[config.mk]
export PLATFORM = sky130hd
export DESIGN_NAME = div_issue_ctrl_flat
export DESIGN_NICKNAME = d
export VERILOG_FILES = /design/src/rtl/div_issue_ctrl_if.sv /design/src/rtl/div_issue_ctrl.sv /design/src/flat_wrapper.sv
export SDC_FILE = /design/constraint.sdc
export NUM_CORES = 1
export LEC_CHECK = 0
export ABC_AREA = 1
export CORE_ASPECT_RATIO = 0.5
export CORE_MARGIN = 8
export CORE_UTILIZATION = 44
export DETAILED_ROUTE_END_ITERATION = 8
export GPL_TIMING_DRIVEN = 0
export PLACE_DENSITY = 0.8
export SYNTH_ARGS = -nofsm -noshare
export SYNTH_HDL_FRONTEND = slang
export SYNTH_SLANG_ARGS = --single-unit
[constraint.sdc]
create_clock -name clk -period 2.1 [get_ports clk]
set_input_delay 0.63 -clock clk [delete_from_list [all_inputs] [get_ports clk]]
set_output_delay 0.63 -clock clk [all_outputs]
set_load 0.01 [all_outputs]
[src/rtl/div_issue_ctrl_if.sv]
// rtl/div_issue_ctrl_if.sv - decode, divider and writeback signal bundle for div_issue_ctrl
//
// Purpose: groups every handshake/bus signal of the divide issue controller.
// Modports:
//   master - the controller: consumes decode/divider/writeback inputs, drives
//            dec_ready, div_start/cmd/op1/op2, wb_valid/rd/data, busy, perf_div_cycles
//   slave  - the surrounding pipeline and divider (mirror image of master)
// Signals:
//   dec_valid/dec_ready/dec_cmd/dec_op1/dec_op2/dec_rd  decode request
//   flush                                               pipeline kill
//   div_start/div_cmd/div_op1/div_op2                   divider launch
//   div_done/div_busy/div_res                           divider status/result
//   wb_valid/wb_ready/wb_rd/wb_data                     writeback port
//   busy/perf_div_cycles                                status and busy-cycle counter
interface div_issue_ctrl_if #(
  parameter int XLEN  = 32,
  parameter int CNT_W = 32
);
  logic             dec_valid;
  logic             dec_ready;
  logic [1:0]       dec_cmd;
  logic [XLEN-1:0]  dec_op1;
  logic [XLEN-1:0]  dec_op2;
  logic [4:0]       dec_rd;
  logic             flush;
  logic             div_start;
  logic [1:0]       div_cmd;
  logic [XLEN-1:0]  div_op1;
  logic [XLEN-1:0]  div_op2;
  logic             div_done;
  logic             div_busy;
  logic [XLEN-1:0]  div_res;
  logic             wb_valid;
  logic             wb_ready;
  logic [4:0]       wb_rd;
  logic [XLEN-1:0]  wb_data;
  logic             busy;
  logic [CNT_W-1:0] perf_div_cycles;

  modport master (
    input  dec_valid, dec_cmd, dec_op1, dec_op2, dec_rd, flush,
    input  div_done, div_busy, div_res, wb_ready,
    output dec_ready, div_start, div_cmd, div_op1, div_op2,
    output wb_valid, wb_rd, wb_data, busy, perf_div_cycles
  );

  modport slave (
    output dec_valid, dec_cmd, dec_op1, dec_op2, dec_rd, flush,
    output div_done, div_busy, div_res, wb_ready,
    input  dec_ready, div_start, div_cmd, div_op1, div_op2,
    input  wb_valid, wb_rd, wb_data, busy, perf_div_cycles
  );
endinterface

[src/rtl/div_issue_ctrl.sv]
// rtl/div_issue_ctrl.sv - EXE-stage sequencer in front of the iterative RV32M divider
//
// Purpose: accepts one divide/remainder op from decode, launches the divider
// with a one-cycle start pulse, waits for completion and presents the result
// on a valid/ready writeback port. A flushed op cannot abort the divider, so
// it is drained and its result dropped.
// Optional feature: define DIV_RESULT_REUSE_EN to add a 1-entry result cache;
// an accepted op matching the cached {cmd, op1, op2} goes straight to HOLD.
// Ports:
//   clk      clock
//   reset_n  asynchronous active-low reset (shared with the divider)
//   bus      div_issue_ctrl_if.master: decode, flush, divider and writeback signals
module div_issue_ctrl #(
  parameter int XLEN  = 32,
  parameter int CNT_W = 32
) (
  input logic              clk,
  input logic              reset_n,
  div_issue_ctrl_if.master bus
);

  typedef enum logic [2:0] {
    S_IDLE,
    S_LAUNCH,
    S_WAIT,
    S_DRAIN,
    S_HOLD
  } state_t;

  state_t           r_state;
  logic [1:0]       r_cmd;
  logic [XLEN-1:0]  r_op1;
  logic [XLEN-1:0]  r_op2;
  logic [4:0]       r_rd;
  logic [4:0]       r_wb_rd;
  logic [XLEN-1:0]  r_wb_data;
  logic [CNT_W-1:0] r_perf;

  logic             w_dec_ready;
  logic             w_accept;
  logic             w_start;
  logic             w_hit;
  logic [XLEN-1:0]  w_hit_res;

  // Gating with reset_n keeps dec_ready low for as long as reset is held.
  assign w_dec_ready = reset_n & (r_state == S_IDLE) & ~bus.flush;
  assign w_accept    = bus.dec_valid & w_dec_ready;
  // A drained op may leave the divider busy; never start on top of it.
  assign w_start     = (r_state == S_LAUNCH) & ~bus.flush & ~bus.div_busy;

`ifdef DIV_RESULT_REUSE_EN
  logic             r_c_valid;
  logic [1:0]       r_c_cmd;
  logic [XLEN-1:0]  r_c_op1;
  logic [XLEN-1:0]  r_c_op2;
  logic [XLEN-1:0]  r_c_res;

  assign w_hit     = r_c_valid & (r_c_cmd == bus.dec_cmd) &
                     (r_c_op1 == bus.dec_op1) & (r_c_op2 == bus.dec_op2);
  assign w_hit_res = r_c_res;

  // Only results that reach HOLD are cached; flushed or drained ones never are.
  always_ff @(posedge clk or negedge reset_n) begin
    if (!reset_n) begin
      r_c_valid <= 1'b0;
      r_c_cmd   <= '0;
      r_c_op1   <= '0;
      r_c_op2   <= '0;
      r_c_res   <= '0;
    end else if (r_state == S_WAIT && bus.div_done && !bus.flush) begin
      r_c_valid <= 1'b1;
      r_c_cmd   <= r_cmd;
      r_c_op1   <= r_op1;
      r_c_op2   <= r_op2;
      r_c_res   <= bus.div_res;
    end
  end
`else
  assign w_hit     = 1'b0;
  assign w_hit_res = '0;
`endif

  always_ff @(posedge clk or negedge reset_n) begin
    if (!reset_n) begin
      r_state   <= S_IDLE;
      r_cmd     <= '0;
      r_op1     <= '0;
      r_op2     <= '0;
      r_rd      <= '0;
      r_wb_rd   <= '0;
      r_wb_data <= '0;
    end else begin
      case (r_state)
        S_IDLE: begin
          if (w_accept) begin
            r_cmd <= bus.dec_cmd;
            r_op1 <= bus.dec_op1;
            r_op2 <= bus.dec_op2;
            r_rd  <= bus.dec_rd;
            if (w_hit) begin
              r_wb_data <= w_hit_res;
              r_wb_rd   <= bus.dec_rd;
              r_state   <= S_HOLD;
            end else begin
              r_state <= S_LAUNCH;
            end
          end
        end
        S_LAUNCH: begin
          if (bus.flush)         r_state <= S_IDLE;
          else if (!bus.div_busy) r_state <= S_WAIT;
        end
        S_WAIT: begin
          if (bus.div_done) begin
            // flush in the completion cycle simply discards the result
            if (bus.flush) begin
              r_state <= S_IDLE;
            end else begin
              r_wb_data <= bus.div_res;
              r_wb_rd   <= r_rd;
              r_state   <= S_HOLD;
            end
          end else if (bus.flush) begin
            r_state <= S_DRAIN;
          end
        end
        S_DRAIN: begin
          if (bus.div_done) r_state <= S_IDLE;
        end
        S_HOLD: begin
          if (bus.flush || bus.wb_ready) r_state <= S_IDLE;
        end
        default: r_state <= S_IDLE;
      endcase
    end
  end

  always_ff @(posedge clk or negedge reset_n) begin
    if (!reset_n) begin
      r_perf <= '0;
    end else if (r_state != S_IDLE && r_perf != '1) begin
      r_perf <= r_perf + CNT_W'(1);
    end
  end

  assign bus.dec_ready       = w_dec_ready;
  assign bus.div_start       = w_start;
  assign bus.div_cmd         = r_cmd;
  assign bus.div_op1         = r_op1;
  assign bus.div_op2         = r_op2;
  assign bus.wb_valid        = (r_state == S_HOLD);
  assign bus.wb_rd           = r_wb_rd;
  assign bus.wb_data         = r_wb_data;
  assign bus.busy            = (r_state != S_IDLE);
  assign bus.perf_div_cycles = r_perf;

endmodule

[src/flat_wrapper.sv]
// flat-port wrapper written by rule: the top's interface ports become plain ports
module div_issue_ctrl_flat 
#(
  parameter int XLEN  = 32,
  parameter int CNT_W = 32
)
  (clk, reset_n, bus_dec_valid, bus_dec_cmd, bus_dec_op1, bus_dec_op2, bus_dec_rd, bus_flush, bus_div_done, bus_div_busy, bus_div_res, bus_wb_ready, bus_dec_ready, bus_div_start, bus_div_cmd, bus_div_op1, bus_div_op2, bus_wb_valid, bus_wb_rd, bus_wb_data, bus_busy, bus_perf_div_cycles);
  div_issue_ctrl_if #(.XLEN(XLEN), .CNT_W(CNT_W)) bus_i ();
  input logic clk;
  input logic reset_n;
  input wire logic [$bits(bus_i.dec_valid)-1:0] bus_dec_valid;
  input wire logic [$bits(bus_i.dec_cmd)-1:0] bus_dec_cmd;
  input wire logic [$bits(bus_i.dec_op1)-1:0] bus_dec_op1;
  input wire logic [$bits(bus_i.dec_op2)-1:0] bus_dec_op2;
  input wire logic [$bits(bus_i.dec_rd)-1:0] bus_dec_rd;
  input wire logic [$bits(bus_i.flush)-1:0] bus_flush;
  input wire logic [$bits(bus_i.div_done)-1:0] bus_div_done;
  input wire logic [$bits(bus_i.div_busy)-1:0] bus_div_busy;
  input wire logic [$bits(bus_i.div_res)-1:0] bus_div_res;
  input wire logic [$bits(bus_i.wb_ready)-1:0] bus_wb_ready;
  output wire logic [$bits(bus_i.dec_ready)-1:0] bus_dec_ready;
  output wire logic [$bits(bus_i.div_start)-1:0] bus_div_start;
  output wire logic [$bits(bus_i.div_cmd)-1:0] bus_div_cmd;
  output wire logic [$bits(bus_i.div_op1)-1:0] bus_div_op1;
  output wire logic [$bits(bus_i.div_op2)-1:0] bus_div_op2;
  output wire logic [$bits(bus_i.wb_valid)-1:0] bus_wb_valid;
  output wire logic [$bits(bus_i.wb_rd)-1:0] bus_wb_rd;
  output wire logic [$bits(bus_i.wb_data)-1:0] bus_wb_data;
  output wire logic [$bits(bus_i.busy)-1:0] bus_busy;
  output wire logic [$bits(bus_i.perf_div_cycles)-1:0] bus_perf_div_cycles;
  assign bus_i.dec_valid = bus_dec_valid;
  assign bus_i.dec_cmd = bus_dec_cmd;
  assign bus_i.dec_op1 = bus_dec_op1;
  assign bus_i.dec_op2 = bus_dec_op2;
  assign bus_i.dec_rd = bus_dec_rd;
  assign bus_i.flush = bus_flush;
  assign bus_i.div_done = bus_div_done;
  assign bus_i.div_busy = bus_div_busy;
  assign bus_i.div_res = bus_div_res;
  assign bus_i.wb_ready = bus_wb_ready;
  assign bus_dec_ready = bus_i.dec_ready;
  assign bus_div_start = bus_i.div_start;
  assign bus_div_cmd = bus_i.div_cmd;
  assign bus_div_op1 = bus_i.div_op1;
  assign bus_div_op2 = bus_i.div_op2;
  assign bus_wb_valid = bus_i.wb_valid;
  assign bus_wb_rd = bus_i.wb_rd;
  assign bus_wb_data = bus_i.wb_data;
  assign bus_busy = bus_i.busy;
  assign bus_perf_div_cycles = bus_i.perf_div_cycles;
  div_issue_ctrl #(.XLEN(XLEN), .CNT_W(CNT_W)) u_core (.clk(clk), .reset_n(reset_n), .bus(bus_i));
endmodule
# Yosys cells after proc, flatten, opt, wreduce, memory -nomap -nowiden
# Cells that the tools add are included.
[classes]
n_addsub = 1
eq_ne = 10
muxes = 9
bitwise_logic = 7
n_reduce_logical = 7
[op_table]
columns = ["op", "count"]
rows = [
  ["adder 32 x 1 -> 32 bit (second input constant)", 1],
  ["!= test 32 bit (second input constant)", 1],
  ["two-way mux 3 bit", 8],
  ["one-hot mux 3 bit (5 select lines)", 1],
  ["equality test 3 x 2 -> 1 bit (second input constant)", 2],
  ["!= test 3 bit (second input constant)", 2],
  ["bitwise AND 1 bit", 5],
  ["AND reduction 5 bit", 1],
  ["!= test 2 x 1 -> 1 bit (second input constant)", 2],
  ["equality test 3 x 1 -> 1 bit (second input constant)", 1],
  ["equality test 3 bit (second input constant)", 1],
  ["logical NOT 3 bit", 1],
  ["AND reduction 3 bit", 1],
  ["nonzero test 3 bit", 1],
  ["!= test 2 bit (second input constant)", 1],
  ["inverter 1 bit", 2],
  ["AND reduction 2 bit", 1],
  ["logical AND 1 bit", 1],
  ["logical OR 1 bit", 1],
]
[word_totals]
register_bits = 143
inputBits = 110
out_inout_bits = 139
wordCells = 42

# Depth between registers and ports, before layout
[depth]
depth_word = 6
ltp_mapped = 12
mapped_depth_nobuf = 10

# Worst setup path after synthesis
# OpenSTA, ideal clock, no wires.
[synth_path]
path_kind = "input to output"
startpoint = "in bus_flush"
endpoint = "out bus_dec_ready"
arrival_ns = 1.324
t_required_ns = 1.470
path_slack_ns = 0.146
stages = 4
n_path_buf = 1
cell_sequence = "inv_1 > nand2_1 > nor2_1 > clkbuf_1"
[synth_via]
elab_chain_len = 2
[synth_lines]
columns = ["item", "line_no", "rtl"]
rows = [
  ["from (decl)", "flat_wrapper.sv:16", "input wire logic [$bits(bus_i.flush)-1:0] bus_flush;"],
  ["inverter 1 bit (no source line)", "--", ""],
  ["bitwise AND 1 bit", "div_issue_ctrl.sv:46", "assign w_dec_ready = reset_n & (r_state == S_IDLE) & ~bus.flush;"],
  ["to (decl)", "flat_wrapper.sv:21", "output wire logic [$bits(bus_i.dec_ready)-1:0] bus_dec_ready;"],
]
# Every way passes these cells.

# Worst setup path in the final report
[layout_path]
startpoint = "reg u_core.r_state[1]"
endpoint = "out bus_dec_ready"
[layout_via]
elab_chain_len = 3
[layout_lines]
columns = ["item", "line_no", "rtl"]
rows = [
  ["from (decl)", "div_issue_ctrl.sv:30", "state_t r_state;"],
  ["from (signal assigned)", "div_issue_ctrl.sv:85", "r_state <= S_IDLE;"],
  ["from (signal assigned)", "div_issue_ctrl.sv:103", "r_state <= S_HOLD;"],
  ["from (signal assigned)", "div_issue_ctrl.sv:105", "r_state <= S_LAUNCH;"],
  ["logical NOT 3 bit", "div_issue_ctrl.sv:46", ""],
  ["bitwise AND 1 bit (2 in a row)", "div_issue_ctrl.sv:46", ""],
]
# Every way passes these cells.

==> flow_metrics.env <==
export IMPL_run_status="finished, violations left"
export IMPL_violations="setup timing"
export IMPL_die_width_um=188.4
export IMPL_critPathMaxFanout=5
export IMPL_top_cell_type_by_total_area_after_synthesis="sky130_fd_sc_hd__dfrtp_1"
export IMPL_startpoint_kind_of_the_worst_setup_timing_path="flip-flop"
export IMPL_totalPowerFinal_w=0.01264
export IMPL_fin_ws_ns=-0.007475
export IMPL_crit_path_dat_ns=1.48
export IMPL_route_vias_total=6429
export IMPL_regArea_um2=3601
export IMPL_boundaryPins=249
export IMPL_first_global_vias=6528
export IMPL_yosysSeqAreaShare=0.5472
export IMPL_cp_cell_sequence="nor2_2 -> nand2_2 -> nor2_4 -> buf_8 -> buf_6"
export IMPL_dr_pass1_iters=5
export IMPL_end_point_of_the_critical_path="bus_dec_ready"
export IMPL_reg2reg_from="u_core.bus.perf_div_cycles[1]"
export IMPL_critical_path_top_delay_family="simple AND/OR/NAND/NOR gates"
export IMPL_area_delta_synth_final_pct=54.60
export IMPL_syn_inst=851
export IMPL_combined_buffer_and_inverter_count_along_the_critical_path=2
export IMPL_ys_warnings_count=0
export IMPL_multiInputGateArea_um2=2569
export IMPL_util_after_layout=0.6970
export IMPL_tritoncts="yes"
export IMPL_p_int_w=0.008128
export IMPL_synth_common_cells="380 x sky130_fd_sc_hd__nand2_1, 143 x sky130_fd_sc_hd__dfrtp_1, 83 x sky130_fd_sc_hd__nand3_1, 70 x sky130_fd_sc_hd__inv_1, 64 x sky130_fd_sc_hd__nor2_1"
export IMPL_setup_repair_after_global_routing_missed_its_margin="true"
export IMPL_drc=0
export IMPL_drt_first_iter_violations=444
export IMPL_ys_flop_type="sky130_fd_sc_hd__dfrtp_1"
export IMPL_hold_viol_final=0
export IMPL_crit_path_start="u_core.r_state[1]"
export IMPL_power_switching_share=0.3568
export IMPL_drive_gt1_frac=0.08852
export IMPL_clkPwrFrac=0.232
export IMPL_place_worst_setup_slack_ns=-1.562
export IMPL_synth_edff_count=0
export IMPL_critical_path_class="flip-flop to primary output"
export IMPL_tritoncts_num_buffers=17
export IMPL_irDropWorstVdd_v=0.0007086
export IMPL_timing_max_transition_violations_final=0
export IMPL_design_final_nets=1239
export IMPL_post_synth_top_area_share=0.5472
export IMPL_grt_first_pass_wirelength_mm=34.89
export IMPL_max_clock_path_buffers=2
export IMPL_setup_worst_path_end_class="primary output"
export IMPL_hold_path_class="primary input to async pin"
export IMPL_power_density_cell_area_nw_per_um2=1250
export IMPL_crit_path_max_incr_delay_ns=0.40
export IMPL_clock_tree_root_cell="sky130_fd_sc_hd__clkbuf_16"
export IMPL_timing_worst_slew_pin_value_ns=0.5695
export IMPL_sequentialPowerShare=0.354
export IMPL_critPathRequiredTime_ns=1.47
export IMPL_reg2reg_slack_ns=0.15
export IMPL_finClkSkew_ns=0.01688
export IMPL_clkSlewWorstSetupHoldPaths_ns=0.06
export IMPL_synth_cell_area_um2=6540
export IMPL_buffer_ports_inserted=248
export IMPL_power_frac_comb=0.414
export IMPL_start_util=0.4508
export IMPL_drtAntennaViolNets=0
export IMPL_synthesis_area_per_instance_um2=7.685
export IMPL_vias_per_cell=4.798
export IMPL_share_of_the_clock_period_used_by_the_worst_path=1.004
export IMPL_synth_async_sr_flop_share=1.000
export IMPL_timing_critical_path_slowest_stage_cell="sky130_fd_sc_hd__dfrtp_1"
export IMPL_total_switching_power_w=0.004509
export IMPL_setup_viol_count_final=1
export IMPL_grt_total_usage=0.2300
export IMPL_final_wl_mm=22.18
export IMPL_synth_most_common_cell="sky130_fd_sc_hd__nand2_1"
export IMPL_clock_insertion_delay_worst_skew_ns=0.42
export IMPL_placed_cells_incl_taps=1298
export IMPL_synthesis_nets=962
export IMPL_postSynthRegisterBits=143
export IMPL_detailed_place_hpwl_mm=16.14
export IMPL_grt_overflow=0
export IMPL_grt_antenna_before_repair=1
export IMPL_crit_reg2reg_capture="u_core.bus.perf_div_cycles[15]"
export IMPL_netlist_top_cells_area="sky130_fd_sc_hd__dfrtp_1 55%, sky130_fd_sc_hd__nand2_1 22%, sky130_fd_sc_hd__nand3_1 6.4%"
export IMPL_number_of_h_tree_levels=4
export IMPL_pin_count_of_the_biggest_net_entering_global_routing=48
export IMPL_gp_congestion=0.9305
export IMPL_finalWorstPathRequiredPeriod_ns=2.107
export IMPL_power_leakage_nw=4.878
export IMPL_synth_lib_cells_used_distinct=20
export IMPL_vert_die_dim_um=102.2
export IMPL_worst_r2r_path_depth=12
export IMPL_stdcell_count=1340
export IMPL_achievable_frequency_mhz=474.5
export IMPL_cp_depth=5
export IMPL_ctsHoldBuffers=0
export IMPL_core_region_area_um2=14510
export IMPL_layout_filler_cells=1179
export IMPL_cap_viol_max_count=0
export IMPL_tritoncts_num_sinks=143
export IMPL_rows=31
export IMPL_detail_route_wl_per_cell_um=16.55
export IMPL_fp_dieArea_um2=19260
export IMPL_slew_hr=0.6204
## worst min path at each step
stage	start	endpoint	depth (start not counted)
floorplan	reset_n	u_core.bus.div_cmd[0]	0
detailed placement	u_core.bus.div_op2[0]	u_core.bus.div_op2[0]	2
global route	reset_n	u_core.bus.div_op1[4]	1
global placement	u_core.bus.div_op2[19]	u_core.bus.div_op2[19]	2
finish	reset_n	u_core.bus.div_op1[4]	1
CTS	reset_n	u_core.bus.div_op2[25]	1
## cell families after synthesis
logic type               Yosys count  share of synthesized area
buffers and inverters            108                    0.06581
flip-flops                       143                     0.5472
AO/OA/AOI/OAI                     48                    0.03692
AND/OR/NAND/NOR                  538                     0.3308
adder cells (fa/ha/maj)            1                   0.001913
XOR/XNOR                          13                    0.01741
## metal layers
layer,global-route usage,vias to the layer above,part of all wire
met5,0,-,0
met4,0.08179,0,0.023
met3,0.05177,35,0.049
met2,0.4251,171,0.52
met1,0.2625,3047,0.41
li1,-,3176,-
## layout by cell type (no fill, tap or decap), types with 4 or more instances in the layout
master,count
sky130_fd_sc_hd__buf_4,5
sky130_fd_sc_hd__nand2_2,4
sky130_fd_sc_hd__nand2_1,378
sky130_fd_sc_hd__nor2_1,58
sky130_fd_sc_hd__bufbuf_16,4
sky130_fd_sc_hd__inv_6,5
sky130_fd_sc_hd__a21oi_1,6
sky130_fd_sc_hd__dfrtp_2,18
sky130_fd_sc_hd__inv_1,66
sky130_fd_sc_hd__clkdlybuf4s50_1,238
sky130_fd_sc_hd__nor2_2,4
sky130_fd_sc_hd__xor2_1,8
sky130_fd_sc_hd__o21ai_0,41
sky130_fd_sc_hd__clkbuf_1,21
sky130_fd_sc_hd__buf_2,10
sky130_fd_sc_hd__clkbuf_16,17
sky130_fd_sc_hd__nor2_4,4
sky130_fd_sc_hd__inv_2,6
sky130_fd_sc_hd__nand3_1,83
sky130_fd_sc_hd__clkbuf_2,6
sky130_fd_sc_hd__dfrtp_1,125
sky130_fd_sc_hd__xnor2_1,5
## power by group through the flow
stage	logic, W	clock network (W)	registers (W)
after floorplan	0.00158	0	0.00493
after global placement	0.00504	0	0.00445
after detailed placement	0.00515	0	0.00449
after CTS	0.00527	0.00296	0.00446
after global routing	0.00566	0.00311	0.00459
final	0.00523	0.00293	0.00447
## layout make-up
| class | instances | area share |
|---|---|---|
| Inverter | 72 | 0.02673 |
| Antenna cell | 1 | 0.0002475 |
| Clock inverter | 14 | 0.01299 |
| Tap cell | 198 | 0.02450 |
| Buffer | 36 | 0.01757 |
| Sequential cell | 143 | 0.3561 |
| Clock buffer | 18 | 0.04245 |
| Timing Repair Buffer | 258 | 0.2653 |
| Multi-Input combinational cell | 600 | 0.2541 |
## state kept, by name, indices dropped and copies added (netlist names)
register                    count
u_core.bus.wb_rd                5
u_core.r_state                  3
u_core.bus.div_op2             32
u_core.bus.perf_div_cycles     32
u_core.bus.wb_data             32
u_core.bus.div_cmd              2
u_core.r_rd                     5
u_core.bus.div_op1             32
## repair_timing
item                                   4_1_cts  5_1_grt
endpoints found under the hold margin        0        0
pin swaps                                    1        3
gates resized for setup                     38       34
setup buffers                                4        1
setup endpoints to repair                   85       57
gates cloned                                 4        0
## per-stage QoR
step	area, µm²	setup TNS [ns]	hold WS, ns
global route	10110	-0.08230	0.02922
floorplan	6540	0	0.3344
global placement	9270	-1170.56	0.4526
finish	10110	-0.007475	0.04131
CTS	10070	-0.04037	0.03563
detailed placement	9299	-72.93	0.4573
Note: power is estimated with default switching activity, not from simulation.
